File: config.mk
export PLATFORM = sky130hd
export DESIGN_NAME = rob_wb_arbiter
export DESIGN_NICKNAME = d
export VERILOG_FILES = /design/src/rtl/rob_wb_arbiter.sv
export SDC_FILE = /design/constraint.sdc
export NUM_CORES = 1
export LEC_CHECK = 0
export CORE_AREA = 5 5 94 96
export DETAILED_ROUTE_END_ITERATION = 8
export DIE_AREA = 0 0 99 101
export PLACE_DENSITY = 0.76
export SYNTH_ARGS = -nofsm -noshare
export SYNTH_HDL_FRONTEND = slang
export SYNTH_SLANG_ARGS = --single-unit
File: constraint.sdc
create_clock -name clk -period 3.7 [get_ports clk]
set_clock_uncertainty 0.1 [all_clocks]
set_input_delay 0.74 -clock clk [delete_from_list [all_inputs] [get_ports clk]]
set_output_delay 0.74 -clock clk [all_outputs]
set_load 0.005 [all_outputs]
File: src/rtl/rob_wb_arbiter.sv
// +----------------------------------------------------------------------------+
// | rob_wb_arbiter                                                             |
// | Round-robin arbiter merging NUM_REQ unit completions onto WB_PORTS         |
// | registered ROB writeback channels.                                         |
// | Optional statistics outputs are enabled by macro ROB_WB_ARB_STATS_EN.      |
// | Revision: 1.0                                                              |
// +----------------------------------------------------------------------------+
`default_nettype none

module rob_wb_arbiter #(
    parameter int NUM_REQ         = 4,
    parameter int WB_PORTS        = 2,
    parameter int ROB_ADDR_WIDTH  = 6,
    parameter int BANK_ADDR_WIDTH = 1,
    parameter int PREG_WIDTH      = 7
) (
    input  logic                                clk,
    input  logic                                rst_n,
    input  logic                                flush,
    input  logic [NUM_REQ-1:0]                  req_valid,
    output logic [NUM_REQ-1:0]                  req_ready,
    input  logic [NUM_REQ*ROB_ADDR_WIDTH-1:0]   req_rob_addr,
    input  logic [NUM_REQ*BANK_ADDR_WIDTH-1:0]  req_bank_addr,
    input  logic [NUM_REQ*PREG_WIDTH-1:0]       req_phys_rd,
    output logic [WB_PORTS-1:0]                 wb_en,
    output logic [WB_PORTS*ROB_ADDR_WIDTH-1:0]  wb_rob_addr,
    output logic [WB_PORTS*BANK_ADDR_WIDTH-1:0] wb_bank_addr,
    output logic [WB_PORTS*PREG_WIDTH-1:0]      wb_phys_rd
`ifdef ROB_WB_ARB_STATS_EN
    ,
    output logic [31:0]                         conflict_cnt,
    output logic [7:0]                          starve_max
`endif
);

    localparam int PTR_W = (NUM_REQ > 1) ? $clog2(NUM_REQ) : 1;
    localparam int SUM_W = PTR_W + 1;
    localparam int CNT_W = $clog2(WB_PORTS + 1);

    logic [PTR_W-1:0]            rr_ptr_q;
    logic [PTR_W-1:0]            rr_ptr_d;
    logic [NUM_REQ-1:0]          grant;
    logic [CNT_W-1:0]            chan_of [NUM_REQ];
    logic [CNT_W-1:0]            cnt;
    logic [PTR_W-1:0]            last_idx;
    logic [PTR_W-1:0]            idx;
    logic [SUM_W-1:0]            sum;

    logic [WB_PORTS-1:0]                 wb_en_q,        wb_en_d;
    logic [WB_PORTS*ROB_ADDR_WIDTH-1:0]  wb_rob_addr_q,  wb_rob_addr_d;
    logic [WB_PORTS*BANK_ADDR_WIDTH-1:0] wb_bank_addr_q, wb_bank_addr_d;
    logic [WB_PORTS*PREG_WIDTH-1:0]      wb_phys_rd_q,   wb_phys_rd_d;

    // Rotating scan from rr_ptr; the k-th valid unit found is bound to channel k.
    always_comb begin : p_grant
        grant    = '0;
        chan_of  = '{default: '0};
        cnt      = '0;
        last_idx = rr_ptr_q;
        idx      = '0;
        sum      = '0;
        for (int i = 0; i < NUM_REQ; i++) begin
            sum = {1'b0, rr_ptr_q} + SUM_W'(i);
            if (sum >= SUM_W'(NUM_REQ)) begin
                sum = sum - SUM_W'(NUM_REQ);
            end
            idx = sum[PTR_W-1:0];
            if (req_valid[idx] && (cnt < CNT_W'(WB_PORTS))) begin
                grant[idx]   = 1'b1;
                chan_of[idx] = cnt;
                cnt          = cnt + CNT_W'(1);
                last_idx     = idx;
            end
        end
        if (flush || !rst_n) begin
            grant = '0;
        end
    end

    assign req_ready = grant;

    always_comb begin : p_rr_next
        rr_ptr_d = rr_ptr_q;
        if (|grant) begin
            rr_ptr_d = (last_idx == PTR_W'(NUM_REQ - 1)) ? '0 : last_idx + PTR_W'(1);
        end
    end

    // Ungranted channels keep their previous payload; only wb_en drops.
    always_comb begin : p_wb_next
        wb_en_d        = '0;
        wb_rob_addr_d  = wb_rob_addr_q;
        wb_bank_addr_d = wb_bank_addr_q;
        wb_phys_rd_d   = wb_phys_rd_q;
        for (int k = 0; k < WB_PORTS; k++) begin
            for (int u = 0; u < NUM_REQ; u++) begin
                if (grant[u] && (chan_of[u] == CNT_W'(k))) begin
                    wb_en_d[k] = 1'b1;
                    wb_rob_addr_d[k*ROB_ADDR_WIDTH +: ROB_ADDR_WIDTH] =
                        req_rob_addr[u*ROB_ADDR_WIDTH +: ROB_ADDR_WIDTH];
                    wb_bank_addr_d[k*BANK_ADDR_WIDTH +: BANK_ADDR_WIDTH] =
                        req_bank_addr[u*BANK_ADDR_WIDTH +: BANK_ADDR_WIDTH];
                    wb_phys_rd_d[k*PREG_WIDTH +: PREG_WIDTH] =
                        req_phys_rd[u*PREG_WIDTH +: PREG_WIDTH];
                end
            end
        end
    end

    always_ff @(posedge clk or negedge rst_n) begin : p_regs
        if (!rst_n) begin
            rr_ptr_q       <= '0;
            wb_en_q        <= '0;
            wb_rob_addr_q  <= '0;
            wb_bank_addr_q <= '0;
            wb_phys_rd_q   <= '0;
        end else begin
            rr_ptr_q       <= rr_ptr_d;
            wb_en_q        <= wb_en_d;
            wb_rob_addr_q  <= wb_rob_addr_d;
            wb_bank_addr_q <= wb_bank_addr_d;
            wb_phys_rd_q   <= wb_phys_rd_d;
        end
    end

    assign wb_en        = wb_en_q;
    assign wb_rob_addr  = wb_rob_addr_q;
    assign wb_bank_addr = wb_bank_addr_q;
    assign wb_phys_rd   = wb_phys_rd_q;

`ifdef ROB_WB_ARB_STATS_EN
    localparam int VC_W = $clog2(NUM_REQ + 1);

    logic [31:0]     conflict_q, conflict_d;
    logic [7:0]      starve_max_q, starve_max_d;
    logic [7:0]      starve_q [NUM_REQ];
    logic [7:0]      starve_d [NUM_REQ];
    logic [VC_W-1:0] valid_cnt;

    always_comb begin : p_stats_next
        valid_cnt    = '0;
        conflict_d   = conflict_q;
        starve_max_d = starve_max_q;
        starve_d     = '{default: '0};
        for (int u = 0; u < NUM_REQ; u++) begin
            valid_cnt = valid_cnt + VC_W'(req_valid[u]);
            if (req_valid[u] && !req_ready[u]) begin
                starve_d[u] = (starve_q[u] == 8'hFF) ? 8'hFF : starve_q[u] + 8'd1;
            end
            if (starve_d[u] > starve_max_d) begin
                starve_max_d = starve_d[u];
            end
        end
        if (!flush && (valid_cnt > VC_W'(WB_PORTS)) && (conflict_q != 32'hFFFF_FFFF)) begin
            conflict_d = conflict_q + 32'd1;
        end
    end

    always_ff @(posedge clk or negedge rst_n) begin : p_stats_regs
        if (!rst_n) begin
            conflict_q   <= '0;
            starve_max_q <= '0;
            for (int u = 0; u < NUM_REQ; u++) begin
                starve_q[u] <= '0;
            end
        end else begin
            conflict_q   <= conflict_d;
            starve_max_q <= starve_max_d;
            for (int u = 0; u < NUM_REQ; u++) begin
                starve_q[u] <= starve_d[u];
            end
        end
    end

    assign conflict_cnt = conflict_q;
    assign starve_max   = starve_max_q;
`endif

endmodule

`default_nettype wire

==> flow_summary.yaml, run 1 <==
synthesis:
  synth_top_area_frac: 0.240
  synth_warnings: 0
  synth_ff_type: "dfrtp_1"
  synth-async-reset-ratio: 1.00
  postSynthAreaPerCell_um2: 8.76
  synth_seq_area_share: 0.240
  synthDistinctLibCells: 58
  synth_top_area_cell: "dfrtp_1"
  synth-seq-cells: 32
  synth_edf_count: 0
  synthTopCellsByArea: "dfrtp_1, a22oi_1, a311o_1, a22oi_2, nand3_1"
  synthCells: 381
  syn_nets: 452
  netlist_area_mm2: 0.00334
die:
  fp.dieH_um: 101
  fp.coreArea_mm2: 0.00797
  ios: 97
  start_util: 0.419
  rows: 33
  dieArea_mm2: 0.0100
  die_width_um: 99
power:
  vdd_drop_max_mv: 0.660
  powerDensity_mw_per_mm2: 1110
  p_leak_uw: 0.00223
cts:
  clockBufferDepth: 2
  clk_latency_ns: 0.29
  clkSinkCount: 32
  root_buffer: "clkbuf_8"
  path_clk_slew_ns: 0.08
  cts-htree-levels: 2
  numCtsBuffers: 5
  cts_tree: "done"
layout:
  syn_to_final_growth_pct: 60.4
  antenna_cells: 0
  final_common_cell: "clkdlybuf4s50_1"
  regArea_um2: 802
  multiInputGateArea_mm2: 0.00240
  stdcell_area_mm2: 0.00535
  drive_gt1_frac: 0.370
  final_cell_mix: "clkdlybuf4s50_1, buf_4, a22oi_2"
  nFillCells: 618
  nNetsFinal: 605
placement:
  post_dp_cell_area_mm2: 0.00477
  hpwl_mm: 9.17
  place.gp.congestion: 0.954
  io_buffers: 96
drt:
  drt-initial-drc-count: 479
  drt-pass1-iter-count: 5
  ant_nets: 0
  route.detailed.drc: 0
  vias: 4047
  wirelength_mm: 13.2
  viasPerCell: 6.32
  wl_per_cell_um: 20.7
timing:
  slew_headroom: 0.703
  slew_violations: 0
  worstMarginPinSlew_ns: 0.445
  rsz0062_at_grt: "yes"
  post-route-period-util: 1.02
  setup_tns_ns: -1.16
  fmax_mhz: 265
  setup_viol: 30
  worst_slack_ns: -0.0791
  fin_crit_ns: 3.78
  final-hold-violation-count: 0
setup_path:
  critPathTopFamily: "compound AO/OA/AOI/OAI gates"
  worstSetupEndpointType: "flop"
  critPathMaxStageDelay_ns: 0.46
  crit_fanout: 14
  slowest_stage: "dfrtp_2"
  arrival_ns: 3.89
  critical_path.cell_chain: "inv_4 > ha_4 > mux4_2 > ha_4 > or2_4 > o22ai_4 > mux2i_2 > buf_4 > buf_6 > buf_4 > nor2_1 > o21a_2 > and2_1 > buf_4 > a311o_1 > a22oi_1"
  cp.required_ns: 3.81
  path_buf_inv: 5
  worstSetupPathType: "flop to flop"
  cp_common_cell: "buf_4"
  startpoint_type: "flop"
global_routing:
  track_usage: 0.250
  grt_max_degree: 29
  grt_overflow: 0
  grt_pass1_wl_mm: 20.3
  grt_pass1_vias: 4034
  antenna_found_initial: 0
outcome:
  outcome: "finished with violations"
  violations: "negative setup slack"
hold_path:
  hold_path_class: "flop to flop"
  min_from: "wb_phys_rd[10]"
flow_run:
  maxCapViolCount: 0
-- logic make-up after synthesis --
| logic type | share of synthesized area |
|---|---|
| compound gates | 0.370 |
| simple gates | 0.166 |
| buf+inv | 0.136 |
| flops | 0.240 |
| mux | 0.0525 |
| fa+ha+maj | 0.0300 |
| xor+xnor | 0.00525 |
-- through the flow --
stage                     utilization  std cells  hold slack, ns  setup slack, ns  power, uW
after floorplan                     -        381           0.344           -0.104       3200
after global placement          0.599        615           0.429           -0.719       4480
after detailed placement        0.599        615           0.431           -0.768       4560
after CTS                       0.642        636           0.443          -0.0429       5450
after global routing            0.672        640           0.460           -0.207       6270
final                           0.672        640           0.443          -0.0791       5960
-- report_power, final --
part | internal [uW] | switching (uW) | leakage, uW
combinational | 2490 | 2490 | 0.00183
sequential | 525 | 104 | 0.000347
clock | 199 | 153 | 0.0000541
total | 3210 | 2750 | 0.00223
-- Yosys cell counts, types with 5 or more instances --
cell type and number:
o21ai_1 16, mux2i_1 6, buf_6 10, and2_1 5, nand2_1 15, a311o_1 28, o21ai_0 17, ha_1 8
nor3_1 31, a22oi_1 45, a22oi_2 16, inv_1 35, clkbuf_1 9, nand3_1 31, buf_4 9, buf_2 6
dfrtp_1 32
-- worst min-delay path, delay by kind of cell (launching register included) --
| family | cells | cell delay [ns] |
|---|---|---|
| DFF | 1 | 0.38 |
| buffers and inverters | 1 | 0.06 |
| AOI/OAI and AO/OA | 1 | 0.06 |
-- registers in the layout, indices dropped and copies added (netlist names), named ones only --
name	count
wb_rob_addr	12
rr_ptr_q	1
wb_phys_rd	14
wb_en	2
wb_bank_addr	2
-- final timing paths --
check	to	cells past startpoint	slack, ns
setup / recovery	wb_phys_rd[3]	16	-0.08
hold / removal	wb_phys_rd[10]	2	0.44
min in group asynchronous	wb_rob_addr[6]	2	0.78
hold reg to reg	wb_phys_rd[10]	2	0.44
max in group asynchronous	wb_phys_rd[13]	2	2.46
setup reg to reg	wb_phys_rd[3]	16	-0.08
-- what timing repair did --
action | 4_1_cts | 5_1_grt
setup buffers | 11 | 4
hold buffers | 0 | 0
gates cloned | 2 | 1
setup endpoints to repair | 36 | 35
pin swaps | 20 | 33
resized for setup | 63 | 49
-- layout make-up --
type                    count  area share
clock inverters             3     0.00795
multi-input cells         273       0.449
inverters                  39      0.0297
clock buffers               5      0.0129
repair buffers            183       0.327
flip-flops and latches     32       0.150
well taps                 105      0.0245
-- layer usage --
| layer | wire length (um) | GRT usage | up-vias |
|---|---|---|---|
| met5 | 0 | 0 | - |
| met4 | 451 | 0.0830 | 0 |
| met2 | 6350 | 0.420 | 288 |
| li1 | - | - | 1774 |
| met3 | 1330 | 0.0637 | 54 |
| met1 | 5080 | 0.312 | 1931 |
Power figures use the tool's default switching activity.
==> run 2, diff against run 1 <==
ABC_CLOCK_PERIOD_IN_PS = 3700   (was not set)
==> results of run 2 <==
Same layout as run 1: the final DEF is identical, and so are final timing and power.
==> run 3, diff against run 2 <==
MAX_ROUTING_LAYER = met4   (was not set)
==> flow_summary.yaml, run 3 (synthesis gave the netlist of run 1 again) <==
setup_path:
  critPathMaxStageDelay_ns: 0.46
  r2r_setup_slack_ns: -0.07
  cp_common_cell: "ha_4"
  cp.required_ns: 2.86
  crit_path_end: "req_ready[2]"
  slowest_stage: "dfrtp_2"
  crit_cells: 13
  rr_worst_depth: 16
  crit_fanout: 5
  critical_path.cell_chain: "inv_4 > ha_4 > mux4_2 > ha_4 > or2_4 > o22ai_4 > buf_12 > mux2i_4 > a21boi_2 > buf_4 > a31o_4 > clkinv_4 > buf_6"
  worstSetupPathType: "flop to primary output"
  arrival_ns: 2.97
  r2r-end: "wb_rob_addr[6]"
  path_buf_inv: 5
  startpoint_type: "flop"
  critPathTopFamily: "multiplexers"
  worstSetupEndpointType: "primary output"
layout:
  multiInputGateArea_mm2: 0.00225
  largest_reg_flops: 14
  syn_to_final_growth_pct: 58.9
  nFillCells: 603
  fin_util: 0.665
  nNetsFinal: 615
  regArea_um2: 802
  final_cell_mix: "clkdlybuf4s50_1, buf_4, a22oi_1"
  final_common_cell: "clkdlybuf4s50_1"
  stdcell_area_mm2: 0.00530
  drive_gt1_frac: 0.330
  antenna_cells: 0
die:
  ios: 97
  fp.dieH_um: 101
  start_util: 0.419
  fp.coreArea_mm2: 0.00797
  die_width_um: 99
  dieArea_mm2: 0.0100
  rows: 33
cts:
  clk_latency_ns: 0.28
  clockBufferDepth: 2
  numCtsBuffers: 5
  cts-htree-levels: 2
  path_clk_slew_ns: 0.08
  ctsHoldBuffers: 0
  cts_tree: "done"
  root_buffer: "clkbuf_8"
  clkSinkCount: 32
placement:
  place.gp.congestion: 0.874
  hpwl_mm: 9.07
  io_buffers: 96
  post_dp_cell_area_mm2: 0.00476
outcome:
  violations: "negative setup slack"
  outcome: "finished with violations"
power:
  p_leak_uw: 0.00230
  powerDensity_mw_per_mm2: 1100
  vdd_drop_max_mv: 0.515
drt:
  ant_nets: 0
  vias: 4077
  viasPerCell: 6.27
  route.detailed.drc: 0
  wirelength_mm: 13.2
  drt-pass1-iter-count: 8
  wl_per_cell_um: 20.3
  drt-initial-drc-count: 472
global_routing:
  track_usage: 0.257
  grt_overflow: 0
  antenna_found_initial: 0
  grt_pass1_vias: 4010
  grt_pass1_wl_mm: 20.2
  grt_max_degree: 29
timing:
  fin_crit_ns: 3.81
  final-hold-violation-count: 0
  rsz0062_at_grt: "yes"
  slew_headroom: 0.672
  slew_violations: 0
  setup_viol: 30
  worst_slack_ns: -0.105
  post-route-period-util: 1.03
  fmax_mhz: 263
  worstMarginPinSlew_ns: 0.492
hold_path:
  holdPathStages: 2
  hold_path_class: "flop to flop"
flow_run:
  maxCapViolCount: 0
-- run 3: cell count changes in the layout (fill, tap and decap cells not counted), moves of 5 or more --
cell	before	now
a22oi_1	17	40
a22oi_2	44	21
buf_4	63	68
buf_6	15	20
o21ai_0	10	15
-- run 3: report_power, final --
group	total, uW	switching [uW]	internal, uW
clock network	384	146	238
logic	4840	2390	2460
registers	631	106	525
total	5860	2640	3220
-- run 3: how the worst min path moves through the flow --
stage / from / slack [ns] / endpoint
floorplan: rst_n / 0.34 / async pin
global placement: wb_phys_rd[9] / 0.43 / wb_phys_rd[9]
detailed placement: wb_bank_addr[0] / 0.43 / wb_bank_addr[0]
CTS: wb_bank_addr[0] / 0.44 / wb_bank_addr[0]
global route: wb_phys_rd[9] / 0.46 / wb_phys_rd[9]
finish: wb_phys_rd[9] / 0.44 / wb_phys_rd[9]
-- run 3: metrics by stage --
stage                     instances  power, uW  hold slack (ns)  setup TNS [ns]  setup slack [ns]
after floorplan                 381       3200            0.344           -2.77            -0.104
after global placement          615       4410            0.428          -21.10            -0.715
after detailed placement        615       4480            0.427          -23.30            -0.756
after CTS                       642       5390            0.438          -0.114           -0.0841
after global routing            650       6170            0.457           -5.64            -0.221
final                           650       5860            0.442          -0.938            -0.105
-- run 3: per-layer routing --
layer  track usage  part of all wire  up-vias
met5             -                 0        -
met4        0.0977             0.034        0
met3        0.0519             0.098       56
met2         0.427              0.49      301
met1         0.308              0.38     1931
li1              -                 -     1789
-- run 3: repair_timing --
item                                    4_1_cts  5_1_grt
resized for setup                            59       25
endpoints found under the setup margin       36       35
pin swaps                                    18       34
gates cloned                                  1        0
buffers inserted                             21        9
-- run 3: area by class of cell --
cell class | instances | share of cell area
inverters | 39 | 0.0300
clock inverters | 1 | 0.00566
clock buffers | 7 | 0.0182
flip-flops and latches | 32 | 0.151
well taps | 105 | 0.0248
multi-input cells | 273 | 0.424
repair buffers | 193 | 0.346
-- run 3: worst reg2reg max path, stage by stage (launching register included) --
cell and delay, ns:
dfrtp_2 0.46, inv_4 0.05, ha_4 0.27, mux4_2 0.34, ha_4 0.19, or2_4 0.23, o22ai_4 0.19, mux2i_2 0.11
buf_4 0.16, buf_6 0.13, buf_4 0.13, nor4_2 0.29, and3b_4 0.25, and2_4 0.17, buf_12 0.14, a311o_1 0.34
a22oi_2 0.14
==> patch (flow settings as in run 2) <==
Change the parameter `PREG_WIDTH` from 7 to 9.
--- a/src/rtl/rob_wb_arbiter.sv
+++ b/src/rtl/rob_wb_arbiter.sv
@@ -12,7 +12,7 @@
     parameter int WB_PORTS        = 2,
     parameter int ROB_ADDR_WIDTH  = 6,
     parameter int BANK_ADDR_WIDTH = 1,
-    parameter int PREG_WIDTH      = 7
+    parameter int PREG_WIDTH      = 9
 ) (
     input  logic                                clk,
     input  logic                                rst_n,
Ports: changed (resized req_phys_rd and wb_phys_rd); port bits go from 97 to 109. No check against the original RTL was run, so the function may have changed too.
==> patch against run 2 <==
  * The run still ends with setup timing left
  * Sequential cell count is 4 higher
  * Power rose by 9.5%
  * Setup slack worse by 79 ps
  * Via count is 9.7% higher
  * Hold slack lost 5.9 ps
  * Synthesized area up 12%
  * Count of clock-buffer cells in the layout up 2
  * Routed wire length up 12%
  * Cell area is 8.6% higher
  * Synthesized cell count grew 9.2%
  * Critical path type is now flip-flop to output port
  * Largest cell class unchanged
  * Largest power group unchanged
  * Highest routed layer unchanged
==> patch: results (changes against run 2) <==
stage	metric	value	unit	change
place	place_inst	661		+7.5%
route	firstDrtPassIters	6		+1
logic_synthesis	synth.net_count	495		+9.5%
clock_network	clock_path_buffers	2		unchanged
place	dp_hpwl	10500	microns	+14%
global_routing	antenna_found_initial	0		unchanged
logic_synthesis	yosysTopAreaCellShare	24.1	%	+0.059 points
timing	fin_ws	-158	ps	-78.9 ps
logic_synthesis	synth_xor_area_share	0.468	%	-0.057 points
route	drt_iter0_markers	437		-8.8%
place	gp_congestion	0.929		-2.6%
outcome	status	finished, violations left		
power	peakVddDrop	0.744	mV	+13%
route	viasPerCell	6.41		+1.4%
critical_path	cp_slowest_cell	dfrtp_1		
route	wl_per_cell	21.4	microns	+3.4%
timing	setup_tns	-4200	ps	-3040 ps
logic_synthesis	ys_types	63		+8.6%
global_routing	grt_pass1_wl	23200	microns	+14%
timing	hold_ws	437	ps	-5.86 ps
cells_and_area	layout.cells.non_filler	692		+8.1%
timing	setup_viol	38		+27%
place	dpl-instance-area	5310	sq um	+11%
critical_path	critPathMaxStageDelay	400	ps	-60 ps
power	pg_clk	0.301	mW	-14%
place	dp_worst_setup_slack	-882	ps	-114 ps
power	power	6.53	mW	+9.5%
outcome	violations	setup timing		
critical_path	critPathMaxFanout	5		-9
cells_and_area	fin_nets	665		+9.9%
power	pwr-share-comb	84.6	%	+1.1 points
place	portBuffers	108		+13%
cells_and_area	largest_register_ffs	18		+4
critical_path	timing.rr.end	wb_phys_rd[15]$_DFFE_PN0P_		
logic_synthesis	synth_fa_ha_area_share	2.67	%	-0.33 points
cells_and_area	fillCellCount	607		-1.8%
global_routing	grt_pass1_vias	4442		+10%
timing	worstMarginPinSlew	488	ps	+43.5 ps
logic_synthesis	synth_common_cells	a22oi_1, inv_1, dfrtp_1		
critical_path	cpLargestDelayFamily	multiplexers		
cells_and_area	multiInputGateArea	2550	sq um	+6.2%
logic_synthesis	synthTopCellsByArea	dfrtp_1, a22oi_1, a311o_1		
logic_synthesis	synth_flop_cell	dfrtp_1		
power	power_switching	2.97	mW	+8.2%
logic_synthesis	yosysSeqAreaShare	24.1	%	+0.059 points
global_routing	grt_usage	29.0	%	+4.1 points
cells_and_area	final_layout_size_suffix_gt1_share	32.9	%	-4.1 points
critical_path	cp_data_arrival_time	3020	ps	-870 ps
global_routing	grt_max_degree	37		+28%
logic_synthesis	synth_compound_area_share	38.4	%	+1.4 points
critical_path	r2r_slack	-140	ps	-60 ps
worst_hold_path	hp-class	input pin to async pin		
power	leakage	2.50	nW	+12%
logic_synthesis	async_reset_ff_share	100	%	unchanged
logic_synthesis	synth_warnings	0		unchanged
logic_synthesis	synthMuxAreaShare	5.01	%	-0.24 points
logic_synthesis	synthCells	416		+9.2%
clock_network	cts-root-buf	clkbuf_8		
critical_path	worst_r2r_path_depth	17		+1
patch: cells by family after synthesis:
family | after synthesis
adder cells (fa/ha/maj) | 8
XOR/XNOR | 2
flip-flops | 36
AO/OA/AOI/OAI | 164
buffers and inverters | 83
multiplexers | 12
AND/OR/NAND/NOR | 111
patch: how the worst max path moves through the flow:
| stage | startpoint | to | slack [ps] | depth (start not counted) |
|---|---|---|---|---|
| 2_1_floorplan | req_valid[2] | wb_phys_rd[0]$_DFFE_PN0P_ | -230 | 12 |
| 3_3_place_gp | req_valid[0] | req_ready[2] | -810 | 10 |
| 3_5_place_dp | req_valid[0] | req_ready[2] | -880 | 10 |
| 4_1_cts | flip-flop | req_ready[2] | -120 | 11 |
| 5_1_grt | flip-flop | wb_phys_rd[13]$_DFFE_PN0P_ | -320 | 17 |
| 6_report | flip-flop | req_ready[1] | -160 | 13 |
patch: what timing repair did:
item / 4_1_cts / 5_1_grt
gates cloned: 4 / 1
endpoints found under the hold margin: 0 / 0
pin swaps: 45 / 22
buffers inserted: 16 / 3
resized for setup: 85 / 8
endpoints found under the setup margin: 40 / 40
patch: cell type report:
| class | count | area share, % |
|---|---|---|
| inverters | 43 | 2.91 |
| flip-flops and latches | 36 | 15.5 |
| well taps | 105 | 2.26 |
| clock buffers | 7 | 1.48 |
| multi-input cells | 299 | 43.9 |
| repair buffers | 201 | 33.9 |
| clock inverters | 1 | 0.129 |
patch: per-layer routing:
| layer | GRT usage [%] | routed length [microns] | vias to the layer above |
|---|---|---|---|
| met1 | 35.7 | 5470 | 2082 |
| met3 | 6.51 | 1470 | 97 |
| met5 | 0 | 0 | - |
| li1 | - | - | 1947 |
| met2 | 47.9 | 7040 | 312 |
| met4 | 14.5 | 804 | 0 |
